$ cat src/rtl/game_pkg.sv
// rtl/game_pkg.sv - shared state encoding, timer width and score helpers for game_ctrl
package game_pkg;

  typedef enum logic [2:0] {
    ST_IDLE      = 3'd0,
    ST_SERVE     = 3'd1,
    ST_PLAY      = 3'd2,
    ST_POINT     = 3'd3,
    ST_GAME_OVER = 3'd4
  } state_t;

  localparam int         TIMER_W   = 16;
  localparam logic [3:0] SCORE_MAX = 4'd9;

  // Winning score selected by the two max_score bits.
  function automatic logic [3:0] target_of(input logic [1:0] sel);
    case (sel)
      2'b00:   target_of = 4'd3;
      2'b01:   target_of = 4'd5;
      2'b10:   target_of = 4'd7;
      default: target_of = 4'd9;
    endcase
  endfunction

  // Score increment that sticks at the display limit instead of wrapping.
  function automatic logic [3:0] sat_inc(input logic [3:0] s);
    sat_inc = (s >= SCORE_MAX) ? SCORE_MAX : s + 4'd1;
  endfunction

endpackage

$ cat src/rtl/tick_timer.sv
// rtl/tick_timer.sv - frame_tick counter with synchronous clear and terminal-count flag
module tick_timer
  import game_pkg::*;
(
  input  logic               i_clk,
  input  logic               i_rst_n,
  input  logic               i_clr,
  input  logic               i_en,
  input  logic               i_tick,
  input  logic [TIMER_W-1:0] i_limit,
  output logic               o_done
);

  logic [TIMER_W-1:0] r_count;
  logic [TIMER_W-1:0] w_count_inc;

  assign w_count_inc = r_count + 1'b1;

  // Flags the very tick that brings the count up to the limit.
  assign o_done = i_en && i_tick && (w_count_inc == i_limit);

  // Count enabled ticks; a clear always wins so each state entry restarts from zero.
  always_ff @(posedge i_clk or negedge i_rst_n) begin
    if (!i_rst_n) begin
      r_count <= '0;
    end else if (i_clr) begin
      r_count <= '0;
    end else if (i_en && i_tick) begin
      r_count <= w_count_inc;
    end
  end

endmodule

$ cat src/rtl/game_ctrl.sv
// rtl/game_ctrl.sv - match sequencing FSM: serve, play, point pause, scoring and game over
module game_ctrl
  import game_pkg::*;
#(
  parameter int AUTO_SERVE_FRAMES  = 120,
  parameter int POINT_PAUSE_FRAMES = 60
) (
  input  logic       i_clk,
  input  logic       i_rst_n,
  input  logic       i_start,
  input  logic       i_serve,
  input  logic       i_serve_type,
  input  logic [1:0] i_max_score,
  input  logic       i_frame_tick,
  input  logic       i_goal_p1,
  input  logic       i_goal_p2,
  output logic [3:0] o_score1,
  output logic [3:0] o_score2,
  output logic       o_ball_rst,
  output logic       o_ball_run,
  output logic       o_serve_dir,
  output logic       o_game_over,
  output logic       o_winner,
  output logic [2:0] o_state
);

  state_t     r_state,     w_state_nxt;
  logic [3:0] r_score1,    w_score1_nxt;
  logic [3:0] r_score2,    w_score2_nxt;
  logic [3:0] r_target,    w_target_nxt;
  logic       r_ball_rst,  w_ball_rst_nxt;
  logic       r_ball_run,  w_ball_run_nxt;
  logic       r_serve_dir, w_serve_dir_nxt;
  logic       r_game_over, w_game_over_nxt;
  logic       r_winner,    w_winner_nxt;
  logic       r_serve_q;
  logic       r_serve_d;

  logic               w_serve_rise;
  logic               w_timer_clr;
  logic               w_timer_en;
  logic               w_timer_done;
  logic [TIMER_W-1:0] w_timer_limit;

  // The raw button is registered first, then compared with its delayed copy;
  // both stages reset high so leaving reset never looks like a press.
  always_ff @(posedge i_clk or negedge i_rst_n) begin
    if (!i_rst_n) begin
      r_serve_q <= 1'b1;
      r_serve_d <= 1'b1;
    end else begin
      r_serve_q <= i_serve;
      r_serve_d <= r_serve_q;
    end
  end

  assign w_serve_rise = r_serve_q && !r_serve_d;

  // One timer serves both the auto-serve wait and the post-goal pause; it
  // restarts whenever the FSM changes state.
  assign w_timer_clr   = (w_state_nxt != r_state);
  assign w_timer_en    = ((r_state == ST_SERVE) && i_serve_type) || (r_state == ST_POINT);
  assign w_timer_limit = (r_state == ST_POINT) ? TIMER_W'(POINT_PAUSE_FRAMES)
                                               : TIMER_W'(AUTO_SERVE_FRAMES);

  tick_timer u_tick_timer (
    .i_clk   (i_clk),
    .i_rst_n (i_rst_n),
    .i_clr   (w_timer_clr),
    .i_en    (w_timer_en),
    .i_tick  (i_frame_tick),
    .i_limit (w_timer_limit),
    .o_done  (w_timer_done)
  );

  // Next state and next value of every registered output.
  always_comb begin
    w_state_nxt     = r_state;
    w_score1_nxt    = r_score1;
    w_score2_nxt    = r_score2;
    w_target_nxt    = r_target;
    w_serve_dir_nxt = r_serve_dir;
    w_winner_nxt    = r_winner;
    w_ball_rst_nxt  = 1'b0;

    if ((r_state != ST_IDLE) && !i_start) begin
      w_state_nxt = ST_IDLE;
    end else begin
      case (r_state)
        ST_IDLE: begin
          if (i_start) begin
            w_state_nxt     = ST_SERVE;
            w_target_nxt    = target_of(i_max_score);
            w_score1_nxt    = 4'd0;
            w_score2_nxt    = 4'd0;
            w_serve_dir_nxt = 1'b0;
            w_winner_nxt    = 1'b0;
            w_ball_rst_nxt  = 1'b1;
          end
        end
        ST_SERVE: begin
          if (w_serve_rise || w_timer_done) begin
            w_state_nxt = ST_PLAY;
          end
        end
        ST_PLAY: begin
          if (i_goal_p1 && i_goal_p2) begin
            w_state_nxt = ST_POINT;
          end else if (i_goal_p1) begin
            w_state_nxt     = ST_POINT;
            w_score2_nxt    = sat_inc(r_score2);
            w_serve_dir_nxt = 1'b0;
          end else if (i_goal_p2) begin
            w_state_nxt     = ST_POINT;
            w_score1_nxt    = sat_inc(r_score1);
            w_serve_dir_nxt = 1'b1;
          end
        end
        ST_POINT: begin
          if (w_timer_done) begin
            if ((r_score1 == r_target) || (r_score2 == r_target)) begin
              w_state_nxt  = ST_GAME_OVER;
              w_winner_nxt = (r_score2 == r_target);
            end else begin
              w_state_nxt    = ST_SERVE;
              w_ball_rst_nxt = 1'b1;
            end
          end
        end
        ST_GAME_OVER: begin
          w_state_nxt = ST_GAME_OVER;
        end
        default: begin
          w_state_nxt = ST_IDLE;
        end
      endcase
    end

    w_ball_rst_nxt  = w_ball_rst_nxt && !r_ball_rst;
    w_ball_run_nxt  = (w_state_nxt == ST_PLAY);
    w_game_over_nxt = (w_state_nxt == ST_GAME_OVER);
  end

  // State and output registers.
  always_ff @(posedge i_clk or negedge i_rst_n) begin
    if (!i_rst_n) begin
      r_state     <= ST_IDLE;
      r_score1    <= 4'd0;
      r_score2    <= 4'd0;
      r_target    <= 4'd3;
      r_ball_rst  <= 1'b0;
      r_ball_run  <= 1'b0;
      r_serve_dir <= 1'b0;
      r_game_over <= 1'b0;
      r_winner    <= 1'b0;
    end else begin
      r_state     <= w_state_nxt;
      r_score1    <= w_score1_nxt;
      r_score2    <= w_score2_nxt;
      r_target    <= w_target_nxt;
      r_ball_rst  <= w_ball_rst_nxt;
      r_ball_run  <= w_ball_run_nxt;
      r_serve_dir <= w_serve_dir_nxt;
      r_game_over <= w_game_over_nxt;
      r_winner    <= w_winner_nxt;
    end
  end

  assign o_score1    = r_score1;
  assign o_score2    = r_score2;
  assign o_ball_rst  = r_ball_rst;
  assign o_ball_run  = r_ball_run;
  assign o_serve_dir = r_serve_dir;
  assign o_game_over = r_game_over;
  assign o_winner    = r_winner;
  assign o_state     = r_state;

endmodule

$ cat config.mk
export PLATFORM = sky130hd
export DESIGN_NAME = game_ctrl
export DESIGN_NICKNAME = d
export VERILOG_FILES = /design/src/rtl/game_pkg.sv /design/src/rtl/tick_timer.sv /design/src/rtl/game_ctrl.sv
export SDC_FILE = /design/constraint.sdc
export NUM_CORES = 1
export LEC_CHECK = 0
export BUFFER_PORTS_ARGS = -buffer_cell sky130_fd_sc_hd__buf_2
export CORE_ASPECT_RATIO = 1.2
export CORE_MARGIN = 2
export CORE_UTILIZATION = 50
export DETAILED_ROUTE_END_ITERATION = 8
export PLACE_DENSITY = 0.67
export REMOVE_ABC_BUFFERS = 1
export SLEW_MARGIN = 20
export SYNTH_ARGS = -nofsm -noshare
export SYNTH_HDL_FRONTEND = slang
export SYNTH_SLANG_ARGS = --single-unit
$ cat constraint.sdc
create_clock -name i_clk -period 4.39 [get_ports i_clk]
set_input_delay 0 -clock i_clk [delete_from_list [all_inputs] [get_ports i_clk]]
set_output_delay 0 -clock i_clk [all_outputs]
set_load 0.005 [all_outputs]
==> results of run 1 <==
metal layers:
layer	GRT usage (%)	part of all wire, %	up-vias
li1	-	-	994
met1	24.5	42	929
met2	37.1	53	28
met3	4.06	3.1	9
met4	7.55	2.0	0
met5	0	0	-
worst paths after layout:
kind | end | slack [ps] | cells after the start
max in group asynchronous | u_tick_timer.r_count[15] | 3520 | 2
min in group asynchronous | o_state[1] | 340 | 2
min | r_target[1] | 60 | 3
max reg2reg | u_tick_timer.r_count[10] | 1640 | 8
max | u_tick_timer.r_count[10] | 1640 | 8
min reg2reg | r_serve_d | 380 | 0
metrics by stage:
step | setup WS, ps | hold slack, ps | cell area (µm²)
after floorplan | 2050 | -296 | 2330
after global placement | 1800 | 112 | 2530
after detailed placement | 1660 | 113 | 2530
after CTS | 1620 | 50.7 | 2640
after global routing | 1340 | 64.8 | 2640
final | 1640 | 59.4 | 2640
cells by family after synthesis:
kind of cell / after synthesis / share of synthesized area (%)
xor+xnor: 26 / 9.44
buf+inv: 23 / 5.50
simple gates: 128 / 26.6
fa+ha+maj: 11 / 5.71
flops: 37 / 38.5
compound gates: 45 / 13.8
mux: 1 / 0.415
final cells by class:
| cell class | instances | area share [%] |
|---|---|---|
| Sequential cell | 37 | 35.3 |
| Multi-Input combinational cell | 211 | 51.2 |
| Inverter | 13 | 1.85 |
| Clock buffer | 8 | 3.42 |
| Tap cell | 58 | 2.75 |
| Timing Repair Buffer | 27 | 5.51 |
power breakdown:
part	total, mW	leakage (nW)	internal (mW)	switching (mW)
Clock	0.249	0.0455	0.128	0.121
Sequential	0.430	0.500	0.377	0.0532
Combinational	0.214	0.629	0.0854	0.129
state kept, by name, indices dropped and copies added (netlist names):
signal / cells
o_score1: 4
o_score2: 4
r_target: 3
o_state: 3
o_winner: 1
o_ball_rst: 1
r_serve_d: 1
o_game_over: 1
o_serve_dir: 1
o_ball_run: 1
u_tick_timer.r_count: 16
r_serve_q: 1
worst max-delay path: stages (launching register included):
cell and delay (ps):
dfrtp_1 480, ha_1 330, nand4_1 170, nor3_1 260
nand3_1 170, a2111oi_4 480, nand3_1 280, nand2_2 350
nor2_1 100
synthesized netlist by cell type (2+ instances only):
| library cell | instances |
|---|---|
| o21ai_1 | 2 |
| nor4_1 | 3 |
| a21o_1 | 3 |
| nor3_1 | 6 |
| inv_1 | 13 |
| ha_1 | 11 |
| and2_1 | 6 |
| dfstp_2 | 3 |
| nand3b_1 | 3 |
| dfrtp_1 | 34 |
| or3_1 | 3 |
| nand4_1 | 7 |
| nand2_1 | 34 |
| nor2_1 | 40 |
| and4_1 | 2 |
| xnor2_1 | 21 |
| a21oi_1 | 6 |
| nand4_2 | 2 |
| o31ai_1 | 4 |
| o21ai_0 | 8 |
| a31oi_1 | 4 |
| clkbuf_1 | 2 |
| xor2_1 | 5 |
| a41oi_1 | 3 |
| nand3_1 | 10 |
| nand2b_1 | 2 |
| buf_4 | 2 |
| o41ai_1 | 2 |
| o22ai_1 | 2 |
| buf_6 | 5 |
| or2_2 | 2 |
==> metrics.cfg, run 1 <==
[outcome]
status = finished clean

[floorplanning]
num_io_pins = 26
start_util_pct = 52.1
die_x_um = 67.4
die_area_um2 = 5400
die_h_um = 80.1
row_count = 27
core_area_um2 = 4630

[synth]
yosys_warnings = 0
synth.cell_area_um2 = 2410
netlist_instances = 271
synth.area.top_cells = dfrtp_1 (35%), xnor2_1 (7.6%), nor2_1 (6.2%)
synth_cell_type_count = 52
synth_flop_cell = dfrtp_1
synth_edf_count = 0
yosysTopAreaCellShare_pct = 35.3
ys_ff_latch = 37
yosysTopAreaCell = dfrtp_1
synth-seq-area-share_pct = 38.5
syn_area_per_cell_um2 = 8.90
ys_async_sr_fraction_pct = 100

[timing]
tightest_slew_ps = 835
setup_viol = 0
tns_ps = 0
hold_viol = 0
fin_crit_ps = 2750
fmax_ghz = 0.363
slew_headroom_pct = 44.3
min_period_over_period_pct = 62.7
clock_skew_ps = 10.1
slew_violations = 0
grt_setup_unrepaired = no

[clock_network]
cts-buffers-inserted = 5
clkTransAtPathRegs_ps = 70
clock-sinks = 37
clkLatencyLatePin_ps = 290
post_cts_buffers = 0
post_cts_resized = 0
cts_hold_buffers = 2
clockBufferDepth = 2
cts_max_level = 2
tritoncts = yes
root_buffer = clkbuf_8

[finish]
final_util_pct = 57.0
stdcell_count = 354
n_antenna_cell = 0
fillers = 427
syn_to_final_growth_pct = 9.28
fin_nets = 316
regArea_um2 = 930
final_cell_mix = nor2_1 (40), nand2_1 (34), dfrtp_1 (34)
multi_input_area_um2 = 1350
drive_gt1_share_pct = 14.9
layout_commonest_cell = nor2_1

[worst_setup_path]
critPathKind = reg -> reg
cp.arrival_ps = 2910
crit_fanout = 16
startpoint = u_tick_timer.r_count[0]
cp-start-kind = flop
required_ps = 4550
cp-end-kind = flop
timing.rr.start = u_tick_timer.r_count[0]

[placed_design]
placedCellCount = 344
place_congestion = 0.826
portBuffers = 25
post-dp-hpwl_mm = 3.75

[route]
postRouteAntennaNets = 0
vias = 1960
drc_errors = 0
vias_per_cell = 5.54
routed_wl_mm = 5.04
wire_per_inst_um = 14.2
drt-initial-drc-count = 102
first_pass_iters = 4

[global_route]
grt_pass1_wl_mm = 8.58
grt_pass1_vias = 1904
grt_max_degree = 38
antenna_found_initial = 0
grt_usage_pct = 20.9
grt_overflow = 0

[pwr]
ir_worst_vdd_mv = 0.228
leakage_nw = 1.17
totalPowerFinal_mw = 0.893
powerDensity_nw_per_um2 = 339

[flow_run]
cap_violations = 0

[min_path]
worstHoldPathType = in -> reg
hp-start = i_max_score[0]

Note: power is estimated with default switching activity, not from simulation.
==> run 2: changes to the inputs <==
==> constraint.sdc (replaced) <==
create_clock -name i_clk -period 2.85 [get_ports i_clk]
set_input_delay 0 -clock i_clk [delete_from_list [all_inputs] [get_ports i_clk]]
set_output_delay 0 -clock i_clk [all_outputs]
set_load 0.005 [all_outputs]
==> metrics.cfg, run 2 (synthesized netlist as in run 1, its figures left out) <==
[route]
routed_wl_mm = 5.04  ; about the same
wire_per_inst_um = 14.2  ; -0.58%
first_pass_iters = 4  ; unchanged
drt-initial-drc-count = 111  ; +8.8%
vias = 1971  ; +0.56%
vias_per_cell = 5.54  ; about the same
postRouteAntennaNets = 0  ; unchanged
drc_errors = 0  ; unchanged

[global_route]
grt_overflow = 0  ; unchanged
grt_pass1_wl_mm = 8.65  ; +0.89%
grt_usage_pct = 21.3  ; +0.41 points
grt_pass1_vias = 1922  ; +0.95%
antenna_found_initial = 0  ; unchanged
grt_max_degree = 38  ; unchanged

[floorplanning]
die_x_um = 67.4  ; unchanged
core_area_um2 = 4630  ; unchanged
die_area_um2 = 5400  ; unchanged
num_io_pins = 26  ; unchanged
row_count = 27  ; unchanged
die_h_um = 80.1  ; unchanged
start_util_pct = 52.1  ; unchanged

[worst_setup_path]
cp-start-kind = flop
critPathMaxStageDelay_ps = 500  ; +20 ps
r2r_setup_slack_ps = 180  ; -1460 ps
crit_fanout = 8  ; -8
required_ps = 3080  ; -1470 ps
slowest_stage = a2111oi_4
crit_chain = ha_1, nand4_1, nor3_1, or3_1, a2111oi_4, a41oi_1, and4bb_1, and4_1
critPathKind = reg -> reg
cp.arrival_ps = 2900  ; about the same
cp-end-kind = flop

[finish]
drive_gt1_share_pct = 16.4  ; +1.6 points
n_antenna_cell = 0  ; unchanged
stdcell_count = 356  ; +0.56%
final_cell_mix = nor2_1 (40), nand2_1 (34), dfrtp_1 (34)
final_util_pct = 57.7  ; +0.78 points
largest-register = u_tick_timer.r_count
layout_commonest_cell = nor2_1
syn_to_final_growth_pct = 10.8
fillers = 416  ; -2.6%
largest_reg_flops = 16  ; unchanged
fin_nets = 318  ; +0.63%
final_area_um2 = 2670  ; +1.4%

[clock_network]
cts_max_level = 2  ; unchanged
clock-sinks = 37  ; unchanged
clkLatencyLatePin_ps = 290  ; about the same
post_cts_buffers = 0  ; unchanged
clockBufferDepth = 2  ; unchanged
tritoncts = yes
root_buffer = clkbuf_8
cts-buffers-inserted = 5  ; unchanged
clkTransAtPathRegs_ps = 70  ; about the same

[pwr]
powerDensity_nw_per_um2 = 527  ; +55%
leakage_nw = 1.19  ; +1.7%
totalPowerFinal_mw = 1.41  ; +58%
power.internal_mw = 0.938  ; +59%
clkPwrFrac_pct = 28.8  ; +0.9 points
combPwrFrac_pct = 24.2  ; +0.2 points
sw_frac_of_total_pct = 33.4  ; -0.54 points
power.share.sequential_pct = 46.9  ; -1.2 points
p_sw_mw = 0.470  ; +55%
ir_worst_vdd_mv = 0.394  ; +73%

[placed_design]
portBuffers = 25  ; unchanged
dpl_cell_area_um2 = 2540  ; +0.59%
placedCellCount = 346  ; +0.58%
dpl_worst_slack_ps = 112  ; -1550 ps
post-dp-hpwl_mm = 3.83  ; +2.2%
place_congestion = 0.844  ; +2.2%

[timing]
fin_crit_ps = 2670  ; -81.0 ps
min_period_over_period_pct = 93.8  ; +31 points
setup_slack_ps = 177  ; -1460 ps
fmax_ghz = 0.374  ; +3.0%
hold_viol = 0  ; unchanged
whs_ps = 50.7  ; -8.69 ps
setup_viol = 0  ; unchanged
tightest_slew_ps = 825  ; -9.65 ps
slew_headroom_pct = 45.0  ; +0.64 points
slew_violations = 0  ; unchanged
grt_setup_unrepaired = no
clock_skew_ps = 5.63  ; -4.48 ps
tns_ps = 0  ; unchanged

[min_path]
worstHoldPathType = in -> reg

[outcome]
status = finished clean

[flow_run]
cap_violations = 0  ; unchanged

## run 2: changes by cell type in the layout (fill, tap and decap cells not counted)
cell,before,now
buf_4,0,2
clkbuf_1,2,0
clkbuf_8,6,7
clkinv_2,0,1
nand2_2,1,0
nand2_4,0,1
nand3_1,10,9
nand3_2,0,1
## run 2: layout make-up
class,instances,area [µm²],area share [%]
multi-input combinational,211,1360,50.9
sequential,37,930,34.8
timing repair buffer,29,160,5.99
clock buffer,7,96.3,3.60
tap,58,72.6,2.72
inverter,13,48.8,1.83
clock inverter,1,5.00,0.187
## run 2: layer usage
metal	track usage [%]	share of wire (%)	vias up
met1	25.8	43	934
li1	-	-	997
met5	0	0	-
met2	36.8	53	32
met3	4.20	2.8	8
met4	7.76	1.8	0
## run 2: path summary, 6_finish.rpt
kind | cells after the start | startpoint | end
max | 8 | u_tick_timer.r_count[0] | o_ball_run
min | 3 | i_max_score[0] | r_target[1]
max reg2reg | 8 | u_tick_timer.r_count[0] | o_ball_run
min reg2reg | 0 | r_serve_q | r_serve_d
max in group asynchronous | 2 | i_rst_n | o_score2[1]
min in group asynchronous | 2 | i_rst_n | u_tick_timer.r_count[2]
## run 2: repair_timing
action | in CTS | in global routing
hold buffers | 2 | 0
setup endpoints to repair | 0 | 19
gates resized for setup | 0 | 2
endpoints found under the hold margin | 35 | 0
## run 2: critical path, delay by kind of cell (launching register included)
family,cells,cell delay (ps)
flops,1,470
fa+ha+maj,1,320
compound gates,2,670
simple gates,5,1140
## run 2: power groups by stage
| stage | Clock [mW] | Sequential [mW] | Combinational (mW) |
|---|---|---|---|
| after global routing | 0.442 | 0.671 | 0.396 |
| after global placement | 0 | 0.668 | 0.333 |
| after CTS | 0.418 | 0.661 | 0.344 |
| after detailed placement | 0 | 0.672 | 0.339 |
| final | 0.406 | 0.660 | 0.341 |
| after floorplan | 0 | 0.652 | 0.229 |
